### config.mk
export PLATFORM = sky130hd
export DESIGN_NAME = hci_core_sink_nd_flat
export DESIGN_NICKNAME = d
export VERILOG_FILES = /design/src/rtl/hci_core_sink_nd_pkg.sv /design/src/rtl/hci_core_sink_nd_if.sv /design/src/rtl/hci_core_sink_nd_addrgen.sv /design/src/rtl/hci_core_sink_nd.sv /design/src/flat_wrapper.sv
export SDC_FILE = /design/constraint.sdc
export NUM_CORES = 1
export LEC_CHECK = 0
export CAP_MARGIN = 10
export CELL_PAD_IN_SITES_DETAIL_PLACEMENT = 1
export CELL_PAD_IN_SITES_GLOBAL_PLACEMENT = 1
export CORE_ASPECT_RATIO = 0.5
export CORE_MARGIN = 1
export CORE_UTILIZATION = 25
export CTS_BUF_LIST = sky130_fd_sc_hd__clkbuf_2 sky130_fd_sc_hd__clkbuf_4 sky130_fd_sc_hd__clkbuf_8
export CTS_CLUSTER_DIAMETER = 100
export DETAILED_ROUTE_END_ITERATION = 12
export PLACE_DENSITY_LB_ADDON = 0.2
export SYNTH_ARGS = -nofsm -noshare
export SYNTH_HDL_FRONTEND = slang
export SYNTH_SLANG_ARGS = --single-unit
### constraint.sdc
create_clock -name clk_i -period 10.65 [get_ports clk_i]
set_input_delay 1.065 -clock clk_i [delete_from_list [all_inputs] [get_ports clk_i]]
set_output_delay 1.065 -clock clk_i [all_outputs]
set_load 0.02 [all_outputs]
### src/rtl/hci_core_sink_nd_pkg.sv
// Shared types for the N-D HCI store streamer: FSM states, control and status bundles.
package hci_core_sink_nd_pkg;

  localparam int unsigned HCI_SND_ADDR_W  = 32;
  localparam int unsigned HCI_SND_LEN_W   = 16;
  localparam int unsigned HCI_SND_STALL_W = 16;
  localparam int unsigned HCI_BOFFS_W     = 16;

  typedef enum logic [1:0] {
    IDLE,
    WORKING,
    DONE
  } hci_sink_nd_state_t;

  typedef struct packed {
    logic                      req_start;
    logic                      abort;
    logic [HCI_SND_ADDR_W-1:0] base_addr;
    logic [HCI_SND_LEN_W-1:0]  tot_len;
    logic [HCI_SND_LEN_W-1:0]  d0_len;
    logic [HCI_SND_ADDR_W-1:0] d0_stride;
    logic [HCI_SND_ADDR_W-1:0] d1_stride;
  } hci_sink_nd_ctrl_t;

  typedef struct packed {
    logic                       ready_start;
    logic                       busy;
    logic                       done;
    logic                       aborted;
    logic [HCI_SND_LEN_W-1:0]   issued_cnt;
    logic [HCI_SND_STALL_W-1:0] stall_cnt;
  } hci_sink_nd_flags_t;

endpackage

### src/rtl/hci_core_sink_nd_if.sv
// TCDM master port and hwpe data stream bundles used by the N-D store streamer.
interface hci_core_intf
  import hci_core_sink_nd_pkg::*;
#(
  parameter int unsigned DW = 32,
  parameter int unsigned AW = 32
) ();
  logic                   req;
  logic                   gnt;
  logic [AW-1:0]          add;
  logic                   wen;
  logic [DW-1:0]          data;
  logic [DW/8-1:0]        be;
  logic [HCI_BOFFS_W-1:0] boffs;
  logic                   lrdy;

  modport master (output req, add, wen, data, be, boffs, lrdy, input gnt);
  modport slave  (input req, add, wen, data, be, boffs, lrdy, output gnt);
endinterface

interface hwpe_stream_intf_stream #(
  parameter int unsigned DW = 32
) ();
  logic            valid;
  logic            ready;
  logic [DW-1:0]   data;
  logic [DW/8-1:0] strb;

  modport source (output valid, data, strb, input ready);
  modport sink   (input valid, data, strb, output ready);
endinterface

### src/rtl/hci_core_sink_nd_addrgen.sv
// Incremental 2-D address generator: cur = base + i0*d0_stride + i1*d1_stride, adders only.
module hci_sink_nd_addrgen #(
  parameter int unsigned AW = 32,
  parameter int unsigned LW = 16
) (
  input  logic          clk_i,
  input  logic          rst_ni,
  input  logic          clear_i,
  input  logic          start_i,
  input  logic          step_i,
  input  logic [AW-1:0] base_i,
  input  logic [AW-1:0] d0_stride_i,
  input  logic [AW-1:0] d1_stride_i,
  input  logic [LW-1:0] d0_len_i,
  output logic [AW-1:0] cur_addr_o
);

  logic [LW-1:0] i0_q, i0_d, i1_q, i1_d;
  logic [AW-1:0] line_q, line_d, cur_q, cur_d;

  // line_q tracks base + i1*d1_stride so an outer wrap restarts from the row origin
  always_comb begin
    i0_d   = i0_q;
    i1_d   = i1_q;
    line_d = line_q;
    cur_d  = cur_q;
    if (start_i) begin
      i0_d   = '0;
      i1_d   = '0;
      line_d = base_i;
      cur_d  = base_i;
    end else if (step_i) begin
      if ((d0_len_i != '0) && (i0_q == d0_len_i - LW'(1))) begin
        i0_d   = '0;
        i1_d   = i1_q + LW'(1);
        line_d = line_q + d1_stride_i;
        cur_d  = line_q + d1_stride_i;
      end else begin
        i0_d  = i0_q + LW'(1);
        cur_d = cur_q + d0_stride_i;
      end
    end
  end

  always_ff @(posedge clk_i) begin
    if (!rst_ni || clear_i) begin
      i0_q   <= '0;
      i1_q   <= '0;
      line_q <= '0;
      cur_q  <= '0;
    end else begin
      i0_q   <= i0_d;
      i1_q   <= i1_d;
      line_q <= line_d;
      cur_q  <= cur_d;
    end
  end

  assign cur_addr_o = cur_q;

endmodule

### src/rtl/hci_core_sink_nd.sv
// HWPE store streamer: writes an incoming data stream to TCDM along a 2-D address pattern.
module hci_core_sink_nd
  import hci_core_sink_nd_pkg::*;
#(
  parameter int unsigned DATA_WIDTH      = 32,
  parameter int unsigned ADDR_WIDTH      = HCI_SND_ADDR_W,
  parameter int unsigned LEN_WIDTH       = HCI_SND_LEN_W,
  parameter int unsigned STALL_CNT_WIDTH = HCI_SND_STALL_W
) (
  input  logic                   clk_i,
  input  logic                   rst_ni,
  input  logic                   clear_i,
  hci_core_intf.master           tcdm,
  hwpe_stream_intf_stream.sink   stream,
  input  hci_sink_nd_ctrl_t      ctrl_i,
  output hci_sink_nd_flags_t     flags_o
);

  localparam int unsigned OFFS_W = $clog2(DATA_WIDTH / 8);
  localparam logic [ADDR_WIDTH-1:0] ADD_MASK = {ADDR_WIDTH{1'b1}} << OFFS_W;

  hci_sink_nd_state_t         state_q, state_d;
  logic [LEN_WIDTH-1:0]       tot_len_q, tot_len_d, d0_len_q, d0_len_d;
  logic [LEN_WIDTH-1:0]       issued_q, issued_d;
  logic [ADDR_WIDTH-1:0]      d0_stride_q, d0_stride_d, d1_stride_q, d1_stride_d;
  logic [STALL_CNT_WIDTH-1:0] stall_q, stall_d;
  logic                       aborted_q, aborted_d;
  logic                       start, beat, active, req, rdy;
  logic [ADDR_WIDTH-1:0]      cur_addr;

  always_comb begin
    state_d     = state_q;
    tot_len_d   = tot_len_q;
    d0_len_d    = d0_len_q;
    d0_stride_d = d0_stride_q;
    d1_stride_d = d1_stride_q;
    issued_d    = issued_q;
    stall_d     = stall_q;
    aborted_d   = 1'b0;
    start       = 1'b0;
    beat        = 1'b0;
    req         = 1'b0;
    rdy         = 1'b0;
    active      = issued_q < tot_len_q;
    unique case (state_q)
      IDLE: begin
        if (ctrl_i.req_start) begin
          start       = 1'b1;
          tot_len_d   = ctrl_i.tot_len[LEN_WIDTH-1:0];
          d0_len_d    = ctrl_i.d0_len[LEN_WIDTH-1:0];
          d0_stride_d = ctrl_i.d0_stride[ADDR_WIDTH-1:0];
          d1_stride_d = ctrl_i.d1_stride[ADDR_WIDTH-1:0];
          issued_d    = '0;
          stall_d     = '0;
          state_d     = WORKING;
        end
      end
      WORKING: begin
        req      = stream.valid & active;
        rdy      = tcdm.gnt & active;
        beat     = req & tcdm.gnt;
        issued_d = issued_q + LEN_WIDTH'(beat);
        if (req && !tcdm.gnt && (stall_q != '1)) begin
          stall_d = stall_q + STALL_CNT_WIDTH'(1);
        end
        // a beat granted alongside abort is still counted; abort only wins the FSM
        if (ctrl_i.abort) begin
          aborted_d = 1'b1;
          state_d   = IDLE;
        end else if (issued_d >= tot_len_q) begin
          state_d = DONE;
        end
      end
      DONE:    state_d = IDLE;
      default: state_d = IDLE;
    endcase
  end

  always_ff @(posedge clk_i) begin
    if (!rst_ni || clear_i) begin
      state_q     <= IDLE;
      tot_len_q   <= '0;
      d0_len_q    <= '0;
      d0_stride_q <= '0;
      d1_stride_q <= '0;
      issued_q    <= '0;
      stall_q     <= '0;
      aborted_q   <= 1'b0;
    end else begin
      state_q     <= state_d;
      tot_len_q   <= tot_len_d;
      d0_len_q    <= d0_len_d;
      d0_stride_q <= d0_stride_d;
      d1_stride_q <= d1_stride_d;
      issued_q    <= issued_d;
      stall_q     <= stall_d;
      aborted_q   <= aborted_d;
    end
  end

  // base is taken straight from ctrl_i: it is only sampled in the start cycle
  hci_sink_nd_addrgen #(
    .AW (ADDR_WIDTH),
    .LW (LEN_WIDTH)
  ) i_addrgen (
    .clk_i       (clk_i),
    .rst_ni      (rst_ni),
    .clear_i     (clear_i),
    .start_i     (start),
    .step_i      (beat),
    .base_i      (ctrl_i.base_addr[ADDR_WIDTH-1:0]),
    .d0_stride_i (d0_stride_q),
    .d1_stride_i (d1_stride_q),
    .d0_len_i    (d0_len_q),
    .cur_addr_o  (cur_addr)
  );

  assign tcdm.req     = req;
  assign tcdm.add     = cur_addr & ADD_MASK;
  assign tcdm.wen     = 1'b0;
  assign tcdm.data    = stream.data;
  assign tcdm.be      = stream.strb;
  assign tcdm.boffs   = '0;
  assign tcdm.lrdy    = 1'b1;
  assign stream.ready = rdy;

  always_comb begin
    flags_o             = '0;
    flags_o.ready_start = (state_q == IDLE);
    flags_o.busy        = (state_q == WORKING);
    flags_o.done        = (state_q == DONE);
    flags_o.aborted     = aborted_q;
    flags_o.issued_cnt  = HCI_SND_LEN_W'(issued_q);
    flags_o.stall_cnt   = HCI_SND_STALL_W'(stall_q);
  end

endmodule

### src/flat_wrapper.sv
// flat-port wrapper written by rule: the top's interface ports become plain ports
module hci_core_sink_nd_flat import hci_core_sink_nd_pkg::*;
#(
  parameter int unsigned DATA_WIDTH      = 32,
  parameter int unsigned ADDR_WIDTH      = HCI_SND_ADDR_W,
  parameter int unsigned LEN_WIDTH       = HCI_SND_LEN_W,
  parameter int unsigned STALL_CNT_WIDTH = HCI_SND_STALL_W
)
  (clk_i, rst_ni, clear_i, ctrl_i, flags_o, tcdm_req, tcdm_add, tcdm_wen, tcdm_data, tcdm_be, tcdm_boffs, tcdm_lrdy, tcdm_gnt, stream_valid, stream_data, stream_strb, stream_ready);
  hci_core_intf #(.DW(32), .AW(32)) tcdm_i ();
  hwpe_stream_intf_stream #(.DW(32)) stream_i ();
  input  logic clk_i;
  input  logic rst_ni;
  input  logic clear_i;
  input  hci_sink_nd_ctrl_t ctrl_i;
  output hci_sink_nd_flags_t flags_o;
  output wire logic [$bits(tcdm_i.req)-1:0] tcdm_req;
  output wire logic [$bits(tcdm_i.add)-1:0] tcdm_add;
  output wire logic [$bits(tcdm_i.wen)-1:0] tcdm_wen;
  output wire logic [$bits(tcdm_i.data)-1:0] tcdm_data;
  output wire logic [$bits(tcdm_i.be)-1:0] tcdm_be;
  output wire logic [$bits(tcdm_i.boffs)-1:0] tcdm_boffs;
  output wire logic [$bits(tcdm_i.lrdy)-1:0] tcdm_lrdy;
  input wire logic [$bits(tcdm_i.gnt)-1:0] tcdm_gnt;
  input wire logic [$bits(stream_i.valid)-1:0] stream_valid;
  input wire logic [$bits(stream_i.data)-1:0] stream_data;
  input wire logic [$bits(stream_i.strb)-1:0] stream_strb;
  output wire logic [$bits(stream_i.ready)-1:0] stream_ready;
  assign tcdm_req = tcdm_i.req;
  assign tcdm_add = tcdm_i.add;
  assign tcdm_wen = tcdm_i.wen;
  assign tcdm_data = tcdm_i.data;
  assign tcdm_be = tcdm_i.be;
  assign tcdm_boffs = tcdm_i.boffs;
  assign tcdm_lrdy = tcdm_i.lrdy;
  assign tcdm_i.gnt = tcdm_gnt;
  assign stream_i.valid = stream_valid;
  assign stream_i.data = stream_data;
  assign stream_i.strb = stream_strb;
  assign stream_ready = stream_i.ready;
  hci_core_sink_nd #(.DATA_WIDTH(DATA_WIDTH), .ADDR_WIDTH(ADDR_WIDTH), .LEN_WIDTH(LEN_WIDTH), .STALL_CNT_WIDTH(STALL_CNT_WIDTH)) u_core (.clk_i(clk_i), .rst_ni(rst_ni), .clear_i(clear_i), .tcdm(tcdm_i), .stream(stream_i), .ctrl_i(ctrl_i), .flags_o(flags_o));
endmodule
==> impl_metrics.yaml, run 1 <==
critical_path:
  critPathKind: "reg2reg"
  critPathLaunchType: "flip-flop"
  cpPeakStageDelay_ns: 0.47
  cp.arrival_ns: 5.60
  crit_top_cell: "and3_1"
  crit_chain: "ha_1 > a21o_1 > a211oi_1 > nand2_1 > o21ai_0 > or2_2 > and3_1 > ha_1 > and3_1 > and3_1 > and3_1 > and3_1 > and3_1 > nand3_1 > xnor2_1 > ha_1 > nand4_1 > nor2_1 > o21ai_0 > o211a_1 > o31ai_1 > nor4b_1"
  end_kind: "flip-flop"
  critical_path_required_ns: 11.10
  critical_path.max_fanout: 7
  crit_slowest_cell: "dfxtp_1"
sta:
  finalSetupTns_ns: 0
  period_share_pct: 48.4
  fmax_mhz: 194
  finalMaxSlewViolations: 0
  skew_ns: 0.0240
  hold_violations: 0
  min_period_ns: 5.15
  finalSetupViolations: 0
  whs_ns: 0.455
  worst_slew_pin_slew_ns: 0.917
  max_slew_margin_pct: 38.7
  rsz0062_at_grt: "no"
run_status:
  status: "completed"
route:
  first_pass_iters: 5
  postRouteAntennaNets: 0
  wl_per_cell_um: 17.7
  via_per_inst: 4.82
  drtIter0Drc: 493
  drc_errors: 0
  dr_total_vias: 13000
  wl_um: 47800
clock_network:
  clk_pin_slew_ns: 0.07
  cts_max_path_buffers: 3
  cts-buffers-inserted: 38
  cts_tree: "done"
  cts.htree.levels: 2
  ctsResizeCount: 0
  cts_root_buf: "clkbuf_8"
  cts_setup_buffers: 0
  cts.sinks: 211
  cts_hold_buf: 0
  insertion_delay_ns: 0.58
finish:
  syn_to_final_growth_pct: 20.4
  final_cell_mix: "nand2_1, a21oi_1, dfxtp_1"
  stdcell_count: 2697
  stdcell_area_um2: 16900
  layout-drive-gt1-share_pct: 5.53
  layout.cells.most_common: "nand2_1"
  nets: 2195
global_routing:
  grt_overflow: 0
  antenna_found_initial: 1
  grt_pass1_wl_um: 75100
  track_usage_pct: 16.6
  grt_pass1_vias: 13400
  grt_max_degree: 67
pwr:
  irDropWorstVdd_uv: 69.7
  p_per_area_nw_per_um2: 116
  leakage_uw: 0.00669
placement:
  gp_congestion: 0.836
  io_buffer_count: 202
  dp.cells: 2628
  dp_hpwl_um: 35700
  place_area_um2: 16100
synth:
  ys_seq_area_share_pct: 30.1
  yosys_warnings: 0
  async_flop_share_pct: 0
  synth_edf_count: 0
  synth_ff_type: "dfxtp_1"
  synth.lib_cells_used.distinct: 73
  syn_area_um2: 14000
  synth_seq_cells: 211
  synth.avg_cell_area_um2: 7.66
  syn_inst: 1831
flow_run:
  maxCapViolCount: 0
floorplanning:
  fp.dieW_um: 337
  io_pins: 295
  num_rows: 60
  start_util_pct: 25.7
  dieHeight_um: 169
  die_area_um2: 57100
  core_area_um2: 54600
worst_hold_path:
  hold_path_class: "reg2reg"
path summary, 6_finish.rpt:
path                                                  startpoint                               end  slack, ns  cells after the start
worst min-delay path            u_core.tot_len_q[6]$_SDFFE_PP0P_  u_core.tot_len_q[6]$_SDFFE_PP0P_       0.46                      2
worst max-delay path            u_core.issued_q[13]$_SDFFE_PP0P_    u_core.state_q[1]$_SDFFE_PP0P_       5.50                     22
worst min register to register  u_core.tot_len_q[6]$_SDFFE_PP0P_  u_core.tot_len_q[6]$_SDFFE_PP0P_       0.46                      2
worst max register to register  u_core.issued_q[13]$_SDFFE_PP0P_    u_core.state_q[1]$_SDFFE_PP0P_       5.50                     22
cells in the mapped netlist, drive strengths merged (30+ instances only):
library cell | count | area share (%)
dfxtp | 211 | 30
xor2 | 50 | 3.1
nand4 | 30 | 1.3
clkbuf | 68 | 1.8
a21oi | 214 | 7.6
nor2 | 136 | 3.6
inv | 50 | 1.3
nand3 | 33 | 1.2
o21ai | 91 | 3.2
xnor2 | 56 | 3.5
buf | 112 | 5.7
nand2 | 312 | 8.4
a21o | 43 | 2.3
ha | 98 | 8.7
sequential cells by signal (all words and copies together) (netlist names):
name and count:
u_core.stall_q 16, u_core.state_q 2, u_core.d1_stride_q 32, u_core.i_addrgen.i0_q 16, u_core.d0_stride_q 32, u_core.issued_q 16
u_core.i_addrgen.cur_addr_o 32, u_core.tot_len_q 16, u_core.aborted_q 1, u_core.d0_len_q 16, u_core.i_addrgen.line_q 32
routing by layer:
metal | GRT usage (%) | vias up | part of all wire [%]
met5 | 0 | - | 0
met4 | 3.60 | 0 | 1.5
li1 | - | 6529 | -
met3 | 2.81 | 56 | 3.1
met1 | 20.3 | 6276 | 45
met2 | 30.2 | 138 | 50
area by class of cell:
type	count	area [um^2]
antenna	1	2.50
clock buffer	60	726
clock inverter	8	48.8
fill	6569	37700
inverter	50	188
multi-input combinational	1408	8640
sequential	211	4220
tap	744	931
timing repair buffer	215	2120
worst max-delay path: cells and delay by family (launching register included):
| family | cells | cell delay (ns) |
|---|---|---|
| fa+ha+maj | 3 | 0.75 |
| compound gates | 6 | 1.11 |
| simple gates | 12 | 2.51 |
| xor+xnor | 1 | 0.17 |
| flops | 1 | 0.47 |
power by group:
| part | switching [uW] | internal [uW] | total (uW) |
|---|---|---|---|
| Combinational | 177 | 127 | 304 |
| Clock | 384 | 434 | 818 |
| Sequential | 19.5 | 812 | 831 |
| Total | 580 | 1370 | 1950 |
cells by family (layout without fill, tap and decap cells):
family          count (synthesis)  in the layout  share of synthesized area, %
compound gates                506            506                          22.4
mux                            21             21                          1.51
xor+xnor                      106            106                          6.62
fa+ha+maj                     100            100                          9.03
simple gates                  655            655                          21.4
flops                         211            211                          30.1
buf+inv                       230            333                          8.91
other cells                     2             21                        0.0536
per-stage QoR:
| stage | power [uW] | util [%] | setup WS (ns) |
|---|---|---|---|
| after global routing | 2070 | 30.9 | 5.06 |
| after detailed placement | 1160 | 29.5 | 5.57 |
| after CTS | 2000 | 30.9 | 5.53 |
| after global placement | 1160 | 29.5 | 5.74 |
| after floorplan | 1060 | - | 6.20 |
| final | 1950 | 30.9 | 5.50 |
No activity file was read; power rests on OpenSTA's default activity.
==> run 2: changes to the inputs <==
==> constraint.sdc (replaced) <==
create_clock -name clk_i -period 5.3 [get_ports clk_i]
set_input_delay 0.53 -clock clk_i [delete_from_list [all_inputs] [get_ports clk_i]]
set_output_delay 0.53 -clock clk_i [all_outputs]
set_load 0.02 [all_outputs]
==> run 2 against run 1 <==
  * Critical path type unchanged
  * First-iteration DRC count increased by 2.6%
  * Power is 110% higher
  * Maximum frequency is 5.8% higher
  * Critical endpoint unchanged
  * Utilization rose by 0.28 points
  * Count of clock-buffer cells in the layout shrank 3
  * Sequential share of layout area fell by 0.21 points
  * Largest cell class unchanged
  * Final cell count is essentially flat
  * Clock skew grew 0.018 ns
  * Global-route usage down 0.19 points
==> impl_metrics.yaml, run 2 (synthesized netlist as in run 1, its figures left out) <==
clock_network:
  cts_root_buf: "clkbuf_8"
  cts-buffers-inserted: 38
  cts_tree: "done"
  cts.htree.levels: 2
  clk_pin_slew_ns: 0.06
  cts_setup_buffers: 0
  cts.sinks: 211
  ctsResizeCount: 0
  cts_hold_buf: 0
  cts_max_path_buffers: 3
  insertion_delay_ns: 0.59
route:
  met3_length_um: 1380
  drtIter0Drc: 506
  first_pass_iters: 4
  wl_met1_um: 21600
  wl_met2_um: 23400
  wl_um: 47400
  wl_per_cell_um: 17.6
  highest_layer: "met4"
  via_per_inst: 4.84
  dr_total_vias: 13000
  drc_errors: 0
  postRouteAntennaNets: 0
global_routing:
  grt_overflow: 0
  grt_pass1_vias: 13400
  track_usage_pct: 16.4
  grt_pass1_wl_um: 74400
  antenna_found_initial: 0
  grt_max_degree: 96
placement:
  gp_congestion: 0.814
  dp_hpwl_um: 35900
  io_buffer_count: 202
pwr:
  p_per_area_nw_per_um2: 242
  leakage_uw: 0.00676
  irDropWorstVdd_uv: 119
sta:
  hold_violations: 0
  min_period_ns: 4.87
  whs_ns: 0.453
  finalMaxSlewViolations: 0
  fmax_mhz: 205
  worst_slew_pin_slew_ns: 0.953
  finalSetupViolations: 0
  skew_ns: 0.0416
  period_share_pct: 91.9
  max_slew_margin_pct: 36.3
flow_run:
  maxCapViolCount: 0
critical_path:
  cp_top_family: "simple AND/OR/NAND/NOR gates"
  worst_r2r_path_depth: 23
  r2r_slack_ns: 0.43
  cp-startpoint: "u_core.tot_len_q[9]$_SDFFE_PP0P_"
  worst-path-buf-inv: 1
  cp.arrival_ns: 5.36
  r2r_start: "u_core.tot_len_q[9]$_SDFFE_PP0P_"
  crit_chain: "inv_1 > ha_1 > a211oi_1 > o21ai_0 > a21oi_1 > o211a_1 > or2_2 > and3_1 > ha_1 > and3_1 > and3_1 > and3_1 > and3_1 > and3_2 > nand3_1 > xnor2_1 > ha_1 > nand4_1 > nor2_1 > o21ai_0 > o211a_1 > o31ai_1 > nor4b_2"
  crit_top_cell: "and3_1"
  critical_path_required_ns: 5.79
  end_kind: "flip-flop"
  r2r-end: "u_core.state_q[1]$_SDFFE_PP0P_"
  critical_path.max_fanout: 5
  critPathLaunchType: "flip-flop"
  critPathKind: "reg2reg"
  cpPeakStageDelay_ns: 0.33
  crit_slowest_cell: "dfxtp_1"
worst_hold_path:
  hold_path_end: "u_core.tot_len_q[6]$_SDFFE_PP0P_"
  hold_path_depth: 2
  hold_path_class: "reg2reg"
  hold_path_startpoint: "u_core.tot_len_q[6]$_SDFFE_PP0P_"
finish:
  finish.utilization_pct: 31.2
  fillers: 6626
  layout-drive-gt1-share_pct: 5.79
  nets: 2200
  final_cell_mix: "nand2_1, a21oi_1, dfxtp_1"
  syn_to_final_growth_pct: 21.5
  layout.cells.most_common: "nand2_1"
  diodes: 0
floorplanning:
  dieHeight_um: 169
  start_util_pct: 25.7
  num_rows: 60
  core_area_um2: 54600
  die_area_um2: 57100
  io_pins: 295
  fp.dieW_um: 337
run_status:
  status: "completed"
run 2: changes by cell type in the layout (fill, tap and decap cells not counted), moves of 2 or more:
cell,delta
buf_4,+4
bufinv_16,+5
clkbuf_4,-4
clkinv_2,-5
dfxtp_1,-2
dfxtp_2,+2
run 2: worst register-to-register path: cells and delay by family (launching register included):
family          cells  cell delay, ns
compound gates      7            1.23
xor+xnor            1            0.16
fa+ha+maj           3            0.77
buf+inv             1            0.06
flops               1            0.33
simple gates       11            2.25
run 2: final cells by class:
| type | count | area [um^2] | share of cell area [%] |
|---|---|---|---|
| flip-flops and latches | 211 | 4230 | 24.8 |
| multi-input cells | 1408 | 8650 | 50.8 |
| well taps | 744 | 931 | 5.46 |
| repair buffers | 220 | 2170 | 12.7 |
| clock buffers | 57 | 709 | 4.16 |
| inverters | 50 | 188 | 1.10 |
| clock inverters | 6 | 158 | 0.925 |
run 2: metrics by stage:
step | instance area, um^2 | worst slack [ns] | instances | power [uW] | TNS [ns]
2_1_floorplan | 14100 | 0.846 | 1849 | 2120 | 0
3_3_place_gp | 16200 | 0.361 | 2633 | 2320 | 0
3_5_place_dp | 16200 | 0.261 | 2633 | 2330 | 0
4_1_cts | 17000 | 0.207 | 2696 | 4220 | 0
5_1_grt | 17000 | -0.00319 | 2696 | 4350 | -0.00319
6_report | 17000 | 0.431 | 2696 | 4130 | 0
run 2: worst max path at each step:
stage,endpoint,slack (ns),depth (start not counted)
floorplan,u_core.state_q[1]$_SDFFE_PP0P_,0.85,22
global placement,u_core.state_q[1]$_SDFFE_PP0P_,0.36,22
detailed placement,u_core.state_q[1]$_SDFFE_PP0P_,0.26,21
CTS,u_core.state_q[1]$_SDFFE_PP0P_,0.21,21
global route,u_core.state_q[1]$_SDFFE_PP0P_,-0.003,23
finish,u_core.state_q[1]$_SDFFE_PP0P_,0.43,23
run 2: report_power, final:
group | switching [uW] | total, uW | internal (uW)
Clock | 751 | 1840 | 1090
Sequential | 38.5 | 1670 | 1630
Combinational | 355 | 613 | 258
run 2: routing by layer:
layer,track usage [%],vias to the layer above
li1,-,6539
met1,20.0,6297
met2,29.6,138
met3,2.73,65
met4,4.47,0
met5,0,-
